===== config.mk =====
export PLATFORM = sky130hd
export DESIGN_NAME = sipo_deserializer
export DESIGN_NICKNAME = d
export VERILOG_FILES = /design/src/rtl/sipo_deserializer.sv
export SDC_FILE = /design/constraint.sdc
export NUM_CORES = 1
export LEC_CHECK = 0
export BUFFER_PORTS_ARGS = -buffer_cell sky130_fd_sc_hd__buf_4
export CORE_MARGIN = 3
export CORE_UTILIZATION = 46
export DETAILED_ROUTE_END_ITERATION = 8
export PLACE_DENSITY = 0.68
export SETUP_SLACK_MARGIN = 0.02
export SLEW_MARGIN = 20
export SYNTH_ARGS = -nofsm -noshare
export SYNTH_HDL_FRONTEND = slang
export SYNTH_SLANG_ARGS = --single-unit
export TNS_END_PERCENT = 20

===== constraint.sdc =====
create_clock -name clk -period 1 [get_ports clk]
set_input_delay 0.05 -clock clk [delete_from_list [all_inputs] [get_ports clk]]
set_output_delay 0.05 -clock clk [all_outputs]
set_load 0.1 [all_outputs]

===== src/rtl/sipo_deserializer.sv =====
// Purpose: serial-to-parallel receiver assembling WIDTH-bit words, MSB- or LSB-first, with sof realignment.
// Latency: out/out_valid update on the edge that samples the WIDTH-th bit (visible the next cycle).
// Backpressure: none; out_valid pulses for one cycle and out holds until the next word completes.
module sipo_deserializer #(
  parameter int WIDTH = 4
) (
  input  logic             clk,
  input  logic             clr,
  input  logic             sin,
  input  logic             sin_valid,
  input  logic             dir,
  input  logic             sof,
  output logic [WIDTH-1:0] out,
  output logic             out_valid,
  output logic             busy,
  output logic             frame_err
);

  localparam int CW = $clog2(WIDTH);
  localparam logic [CW-1:0] LAST = CW'(WIDTH - 1);

  logic [WIDTH-1:0] sh, sh_n;
  logic [WIDTH-1:0] out_n;
  logic [WIDTH-1:0] shifted;
  logic [CW-1:0]    cnt, cnt_n, cnt_eff;
  logic             dir_q, dir_n;
  logic             d_eff;
  logic             out_valid_n, busy_n, frame_err_n;

  // Next-state: sof realigns first, then the bit (if any) is shifted with the effective direction.
  always_comb begin
    cnt_n       = cnt;
    sh_n        = sh;
    out_n       = out;
    dir_n       = dir_q;
    out_valid_n = 1'b0;
    frame_err_n = 1'b0;
    busy_n      = 1'b0;
    cnt_eff     = cnt;
    d_eff       = dir_q;
    shifted     = sh;

    // A start-of-frame drops whatever partial word was in progress.
    if (sof) begin
      cnt_eff     = '0;
      frame_err_n = (cnt != '0);
    end

    // Direction is re-latched only on the first bit of a word.
    d_eff   = (cnt_eff == '0) ? dir : dir_q;
    shifted = d_eff ? {sin, sh[WIDTH-1:1]} : {sh[WIDTH-2:0], sin};
    cnt_n   = cnt_eff;

    if (sin_valid) begin
      if (cnt_eff == '0) begin
        dir_n = dir;
      end
      if (cnt_eff == LAST) begin
        // Completed word goes straight to the output; sh is overwritten by the next word anyway.
        out_n       = shifted;
        out_valid_n = 1'b1;
        cnt_n       = '0;
      end else begin
        sh_n  = shifted;
        cnt_n = cnt_eff + CW'(1);
      end
    end

    busy_n = (cnt_n != '0);
  end

  // State and registered outputs; clr overrides every other input.
  always_ff @(posedge clk) begin
    if (clr) begin
      sh        <= '0;
      out       <= '0;
      cnt       <= '0;
      dir_q     <= 1'b0;
      out_valid <= 1'b0;
      busy      <= 1'b0;
      frame_err <= 1'b0;
    end else begin
      sh        <= sh_n;
      out       <= out_n;
      cnt       <= cnt_n;
      dir_q     <= dir_n;
      out_valid <= out_valid_n;
      busy      <= busy_n;
      frame_err <= frame_err_n;
    end
  end

endmodule


==> results of run 1 <==
==> power breakdown <==
| part | switching (uW) | internal (uW) | total [uW] |
|---|---|---|---|
| registers | 18.2 | 577 | 596 |
| logic | 121 | 85.0 | 206 |
| clock network | 169 | 140 | 309 |
==> metal layers <==
metal | wire length (um) | global-route usage [%] | up-vias
met2 | 502 | 21.2 | 14
li1 | - | - | 269
met1 | 718 | 25.2 | 242
met3 | 69 | 2.44 | 5
met4 | 32 | 10.8 | 0
met5 | 0 | 0 | -
==> final timing paths <==
| check | from | end | slack [ns] |
|---|---|---|---|
| worst max register to register | cnt[0]$_SDFF_PP0_ | out[0]$_SDFFE_PP0P_ | -0.16 |
| worst min-delay path | clr | flop | 0.03 |
| worst max-delay path | cnt[0]$_SDFF_PP0_ | out[0]$_SDFFE_PP0P_ | -0.16 |
| worst min register to register | out[1]$_SDFFE_PP0P_ | out[1]$_SDFFE_PP0P_ | 0.46 |
==> stage by stage <==
step | util (%) | cell area (um^2)
floorplan | - | 678
global placement | 60.5 | 807
detailed placement | 60.5 | 807
CTS | 63.3 | 845
global route | 63.3 | 845
finish | 63.3 | 845
==> synth_stat cells, drive strengths merged, types with 2 or more instances <==
| cell | count |
|---|---|
| nor3b | 2 |
| buf | 3 |
| mux2i | 10 |
| a21oi | 2 |
| a22o | 2 |
| o2bb2ai | 2 |
| a32o | 4 |
| dfxtp | 14 |
| nor2 | 4 |
| nand2 | 5 |
| nor2b | 2 |
| nand2b | 3 |
==> repair_timing <==
action                                  4_1_cts  5_1_grt
endpoints found under the setup margin       11       12
gates resized for setup                       4        1
hold buffers                                  0        0
gates cloned                                  0        0
pin swaps                                     0        3
==> cell families (layout without fill, tap and decap cells) <==
| kind of cell | Yosys count | after routing | synth area share, % |
|---|---|---|---|
| buffers and inverters | 4 | 21 | 2.81 |
| and+or+nand+nor | 21 | 21 | 20.2 |
| AOI/OAI and AO/OA | 14 | 14 | 17.4 |
| DFF | 14 | 14 | 41.9 |
| xor gates and xnor gates | 2 | 2 | 2.62 |
| muxes | 10 | 10 | 15.0 |
==> critical path, stage by stage (launching register included) <==
cell and delay (ns):
sky130_fd_sc_hd__dfxtp_2 0.36, sky130_fd_sc_hd__and3b_4 0.23, sky130_fd_sc_hd__nor3b_4 0.29, sky130_fd_sc_hd__a32o_2 0.21
==> layout make-up <==
cell class                 count  share of cell area [%]
tap                           15                    2.22
inverter                       1                   0.444
timing repair buffer          17                    15.1
multi-input combinational     47                    45.0
sequential                    14                    34.5
clock buffer                   3                    2.67
==> registers in the layout (all words and copies together), names as in the netlist, named ones only <==
name / flops
out_valid: 1
busy: 1
frame_err: 1
out: 4
cnt: 2
sh: 4
==> PnR_summary.wiki, run 1 <==
{| class="wikitable"
! Metric !! Value
|-
| Final setup skew || 0.000680 ns
|-
| Yosys top cell by area || sky130_fd_sc_hd__dfxtp_1
|-
| Status || complete, but fails checks
|-
| Worst setup SP type || flop
|-
| Pin count of the biggest net entering global routing || 13
|-
| Final Hold Fails || 0
|-
| Clk Latency, worst-skew pair || 0.27 ns
|-
| Cell count after synthesis || 65
|-
| Yosys warning count || 0
|-
| Cell at the root of the clock tree || sky130_fd_sc_hd__clkbuf_4
|-
| Initial antenna violation count || 0
|-
| Cell area after synthesis || 668 um^2
|-
| Pre-CTS setup slack || -0.136 ns
|-
| Routability congestion estimate from global placement || 0.827
|-
| Antenna diode instance count || 0
|-
| Antenna viol nets, final || 0
|-
| Critical Path Fanout Max || 5
|-
| Commonest cells after routing, fill and taps aside || sky130_fd_sc_hd__buf_4, sky130_fd_sc_hd__mux2i_1, sky130_fd_sc_hd__dfxtp_1, sky130_fd_sc_hd__dfxtp_2, sky130_fd_sc_hd__nand2_1
|-
| Required time of the critical path || 1.22 ns
|-
| Std-Cell Rows || 13
|-
| Final worst setup slack || -0.156 ns
|-
| Flip-flop and latch count after synthesis || 14
|-
| CP Data Arrival Time || 1.38 ns
|-
| Buffers from clock root to sink, at most || 2
|-
| Die outline height || 44.1 um
|-
| Final-report max-slew violation count || 0
|-
| Total power draw || 1110 uW
|-
| Filler instances || 115
|-
| Vias after detailed routing || 530
|-
| Total power density per cell area || 1310 mW/mm^2
|-
| Max_slew headroom || 79.8%
|-
| Crit end category || flop
|-
| Count of buffers from port buffering || 12
|-
| Setup repair bufs after CTS || 0
|-
| Signed area change from the synthesized netlist to the final layout || 26.4%
|-
| Failing checks || setup timing
|-
| Fraction of final layout cells with drive strength greater than 1 || 43.9%
|-
| Overflow left after global routing || 0
|-
| Aggregate negative setup slack || -0.891 ns
|-
| Area of the die || 0.00195 mm^2
|-
| Crit path time final || 1.16 ns
|-
| Type of the tightest min-delay check || in -> reg
|-
| Reg area || 292 um^2
|-
| HPWL after detailed placement || 992 um
|-
| TritonCTS Sinks || 14
|-
| First-pass DRT Iterations || 4
|-
| Worst Path Class, Setup || reg -> reg
|-
| Leakage power || 0.000368 uW
|-
| Top post-synthesis cells by area || sky130_fd_sc_hd__dfxtp_1, sky130_fd_sc_hd__mux2i_1, sky130_fd_sc_hd__a32o_2
|-
| Final setup violating endpoints || 10
|-
| Clock slew at the register clock pins of the worst setup and hold paths || 0.08 ns
|-
| Clock tree from TritonCTS || yes
|-
| Post-Route WL || 1320 um
|-
| Fmax || 865 MHz
|-
| Actual transition at the worst max-transition pin || 0.302 ns
|-
| Tot GR Track Use || 16.6%
|-
| Worst Reg2Reg Path Length in Cells || 3
|-
| Multi-input combinational cell area || 380 um^2
|-
| Count of unique library cells instantiated by Yosys || 27
|-
| Number of cells in the design after placement || 94
|-
| Number of maximum-capacitance violations || 0
|-
| Post-synth top flop || sky130_fd_sc_hd__dfxtp_1
|-
| Initial standard-cell utilization of the core || 50.1%
|-
| Post-synthesis average cell area || 10.3 um^2
|-
| Die outline width || 44.1 um
|-
| Final worst hold slack || 0.0261 ns
|-
| Final std cells w/o fill || 97
|-
| Std-Cell Core Area || 0.00133 mm^2
|-
| Vias per std cell || 5.46
|-
| First-pass GRT wire length || 2330 um
|-
| Proportion of synthesized chip area in sequential cells || 41.9%
|-
| Number of nets produced by synthesis || 71
|-
| DRC viols || 0
|-
| RSZ-0062 raised after global routing || yes
|-
| Number of buffers added by the clock tree synthesis step || 3
|-
| Async set or reset register ratio after synthesis || 0%
|-
| Share of the cycle needed by the critical path after routing || 116%
|-
| H-Tree Depth || 1
|-
| Detailed Route Iter0 Violations || 20
|-
| Total number of nets in the final design || 90
|-
| Drt wl/cell || 13.6 um
|-
| Via count of the first global-routing pass || 515
|-
| Most common cell after layout, fill and taps aside || sky130_fd_sc_hd__buf_4
|-
| Portion of synthesized cell area occupied by the leading cell type || 41.9%
|-
| Max VDD drop || 0.836 mV
|-
| Hold path cells || 2
|-
| Number of enable-type register cells in the synthesized netlist || 0
|-
| Boundary pin count || 13
|}
Note: power is estimated with default switching activity, not from simulation.
==> run 2, diff against run 1 <==
--- a/config.mk
+++ b/config.mk
@@ -5,7 +5,7 @@
 export SDC_FILE = /design/constraint.sdc
 export NUM_CORES = 1
 export LEC_CHECK = 0
-export BUFFER_PORTS_ARGS = -buffer_cell sky130_fd_sc_hd__buf_4
+export BUFFER_PORTS_ARGS = -buffer_cell sky130_fd_sc_hd__buf_2
 export CORE_MARGIN = 3
 export CORE_UTILIZATION = 46
 export DETAILED_ROUTE_END_ITERATION = 8
==> run 2 against run 1 <==
Against the previous run: the flow still finishes with violations (setup timing); clock skew up 0.0024 ns; register-to-register slack hardly changed; combinational power is 5% higher; setup slack better by 0.00084 ns; critical path depth is the same; largest cell class unchanged; non-clock buffer count unchanged; via count grew 5.3%; first-iteration DRC count is 25% lower; count of clock-buffer cells in the layout is 1 higher; sequential power barely moved; total power increased by 9.4%; highest routed layer unchanged.
==> PnR_summary.wiki, run 2 (same netlist as run 1, synthesis figures left out) <==
{| class="wikitable"
! Metric !! Value
|-
| Final worst hold slack || 0.0615 ns (+0.0353 ns)
|-
| Area of the die || 0.00195 mm^2 (unchanged)
|-
| Total power density per cell area || 1300 mW/mm^2 (-1.3%)
|-
| Max stage delay on crit path || 0.36 ns (about the same)
|-
| Actual transition at the worst max-transition pin || 0.360 ns (+0.0579 ns)
|-
| Max_slew headroom || 76.0% (-3.7 points)
|-
| Worst Path Class, Setup || reg -> reg
|-
| CP Data Arrival Time || 1.37 ns (about the same)
|-
| Share of the cycle needed by the critical path after routing || 115% (about the same)
|-
| Pin count of the biggest net entering global routing || 13 (unchanged)
|-
| Final worst setup slack || -0.155 ns (+0.000842 ns)
|-
| Final setup skew || 0.00306 ns (+0.00238 ns)
|-
| Detailed Route Iter0 Violations || 15 (-25%)
|-
| Multi-input combinational cell area || 380 um^2 (unchanged)
|-
| Cell-internal power || 891 uW (+11%)
|-
| Leakage power || 0.000391 uW (+6.3%)
|-
| First-pass DRT Iterations || 4 (unchanged)
|-
| Crit path max-delay family || compound AO/OA/AOI/OAI gates
|-
| Die outline height || 44.1 um (unchanged)
|-
| Fraction of final layout cells with drive strength greater than 1 || 44.6% (+0.68 points)
|-
| Routability congestion estimate from global placement || 0.776 (-6.2%)
|-
| HPWL after detailed placement || 1060 um (+6.7%)
|-
| Post-Route WL || 1430 um (+8.3%)
|-
| Final Hold Fails || 0 (unchanged)
|-
| Crit path time final || 1.15 ns (-0.000842 ns)
|-
| Reg area || 294 um^2 (+0.86%)
|-
| Number of buffers added by the clock tree synthesis step || 3 (unchanged)
|-
| Regs by FF count || out (4), sh (4), cnt (2)
|-
| Boundary pin count || 13 (unchanged)
|-
| Max VDD drop || 1.01 mV (+21%)
|-
| Combinational fraction of design power || 17.8% (-0.7 points)
|-
| Failing checks || setup timing
|-
| Filler instances || 98 (-15%)
|-
| Worst path depth || 3 (unchanged)
|-
| Number of maximum-capacitance violations || 0 (unchanged)
|-
| Clk Latency, worst-skew pair || 0.27 ns (about the same)
|-
| Via count of the first global-routing pass || 576 (+12%)
|-
| H-Tree Depth || 1 (unchanged)
|-
| Critical Path Fanout Max || 5 (unchanged)
|-
| Die outline width || 44.1 um (unchanged)
|-
| Crit end category || flop
|-
| DRC viols || 0 (unchanged)
|-
| Antenna diode instance count || 0 (unchanged)
|-
| Power spent charging and discharging nets || 323 uW (+4.9%)
|-
| TritonCTS Sinks || 14 (unchanged)
|-
| Cell at the root of the clock tree || sky130_fd_sc_hd__clkbuf_4
|-
| Drt wl/cell || 14.6 um (+7.2%)
|-
| Most common cell after layout, fill and taps aside || sky130_fd_sc_hd__mux2i_1
|-
| Vias after detailed routing || 558 (+5.3%)
|-
| Antenna viol nets, final || 0 (unchanged)
|-
| Worst setup SP type || flop
|-
| Number of cells in the design after placement || 93 (-1.1%)
|-
| Final setup violating endpoints || 10 (unchanged)
|-
| Tot GR Track Use || 18.1% (+1.5 points)
|-
| Sw Ratio || 26.6% (-1.1 points)
|-
| Aggregate negative setup slack || -0.956 ns (-0.0649 ns)
|-
| Signed area change from the synthesized netlist to the final layout || 40.1%
|-
| RSZ-0062 raised after global routing || yes
|-
| Initial antenna violation count || 0 (unchanged)
|-
| CP Buf/Inv Count || 0 (unchanged)
|-
| Vias per std cell || 5.69 (+4.2%)
|-
| Hold path cells || 2 (unchanged)
|-
| Fmax || 866 MHz (about the same)
|-
| Cell area after layout || 936 um^2 (+11%)
|-
| Type of the tightest min-delay check || in -> reg
|-
| Commonest cells after routing, fill and taps aside || sky130_fd_sc_hd__mux2i_1, sky130_fd_sc_hd__dfxtp_1, sky130_fd_sc_hd__buf_12
|-
| Final std cells w/o fill || 98 (+1.0%)
|-
| Portion of total power attributed to the clock network || 32.9% (+5.1 points)
|-
| Buffers from clock root to sink, at most || 2 (unchanged)
|-
| Total number of nets in the final design || 90 (unchanged)
|-
| Part of the power in registers || 49.3% (-4.4 points)
|-
| CP cell instances || and3b_4, a21oi_1, a22o_1
|-
| Std-Cell Rows || 13 (unchanged)
|-
| Clock slew at the register clock pins of the worst setup and hold paths || 0.08 ns (about the same)
|-
| Count of buffers from port buffering || 12 (unchanged)
|-
| Overflow left after global routing || 0 (unchanged)
|-
| Final-report max-slew violation count || 0 (unchanged)
|-
| Required time of the critical path || 1.22 ns (about the same)
|-
| First-pass GRT wire length || 2640 um (+13%)
|-
| Status || complete, but fails checks
|-
| Worst Reg2Reg Path Length in Cells || 3 (unchanged)
|-
| Clock tree from TritonCTS || yes
|-
| Placed inst area || 875 um^2 (+8.4%)
|-
| Initial standard-cell utilization of the core || 50.1% (unchanged)
|-
| Std-Cell Core Area || 0.00133 mm^2 (unchanged)
|-
| Library cell contributing the largest single delay on the critical path || sky130_fd_sc_hd__dfxtp_4
|}
[run 2: path summary, 6_finish.rpt]
| check | start | to | slack [ns] |
|---|---|---|---|
| max | cnt[0]$_SDFF_PP0_ | out[3]$_SDFFE_PP0P_ | -0.15 |
| min | sof | frame_err$_SDFF_PP0_ | 0.06 |
| min reg2reg | out[0]$_SDFFE_PP0P_ | out[0]$_SDFFE_PP0P_ | 0.50 |
| max reg2reg | cnt[0]$_SDFF_PP0_ | out[3]$_SDFFE_PP0P_ | -0.15 |
[run 2: timing repair]
item	CTS	global route
setup buffers	1	0
setup endpoints to repair	9	12
gates resized for setup	5	1
pin swaps	1	3
hold endpoints to repair	0	0
hold buffers	0	0
[run 2: area by class of cell]
| type | instances | share of cell area [%] |
|---|---|---|
| multi-input cells | 47 | 40.6 |
| clock buffers | 4 | 3.88 |
| flip-flops and latches | 14 | 31.4 |
| inverters | 1 | 0.401 |
| well taps | 15 | 2.01 |
| repair buffers | 17 | 21.7 |
[run 2: per-layer routing]
layer / global-route usage, % / wire (um) / vias up
met5: 0 / 0 / -
met4: 10.2 / 52 / 0
met3: 4.88 / 76 / 6
met2: 22.4 / 579 / 17
met1: 27.5 / 725 / 264
li1: - / - / 271
[run 2: worst register-to-register path, cell delays in order, from the launching register on]
cell	delay, ns
sky130_fd_sc_hd__dfxtp_4	0.36
sky130_fd_sc_hd__and3b_4	0.20
sky130_fd_sc_hd__a21oi_1	0.33
sky130_fd_sc_hd__a22o_1	0.20
[run 2: power by group through the flow]
stage	Sequential, uW	Clock (uW)	Combinational [uW]
final	599	399	216
after global routing	603	430	233
after CTS	598	405	214
after detailed placement	615	0	200
after global placement	613	0	198
after floorplan	645	0	101
[run 2: metrics by stage]
stage | utilization [%] | power, uW | setup WS (ns)
4_1_cts | 70.2 | 1220 | -0.164
3_3_place_gp | 65.6 | 811 | -0.156
6_report | 70.2 | 1210 | -0.155
3_5_place_dp | 65.6 | 815 | -0.162
2_1_floorplan | - | 746 | -0.0305
5_1_grt | 70.2 | 1270 | -0.214
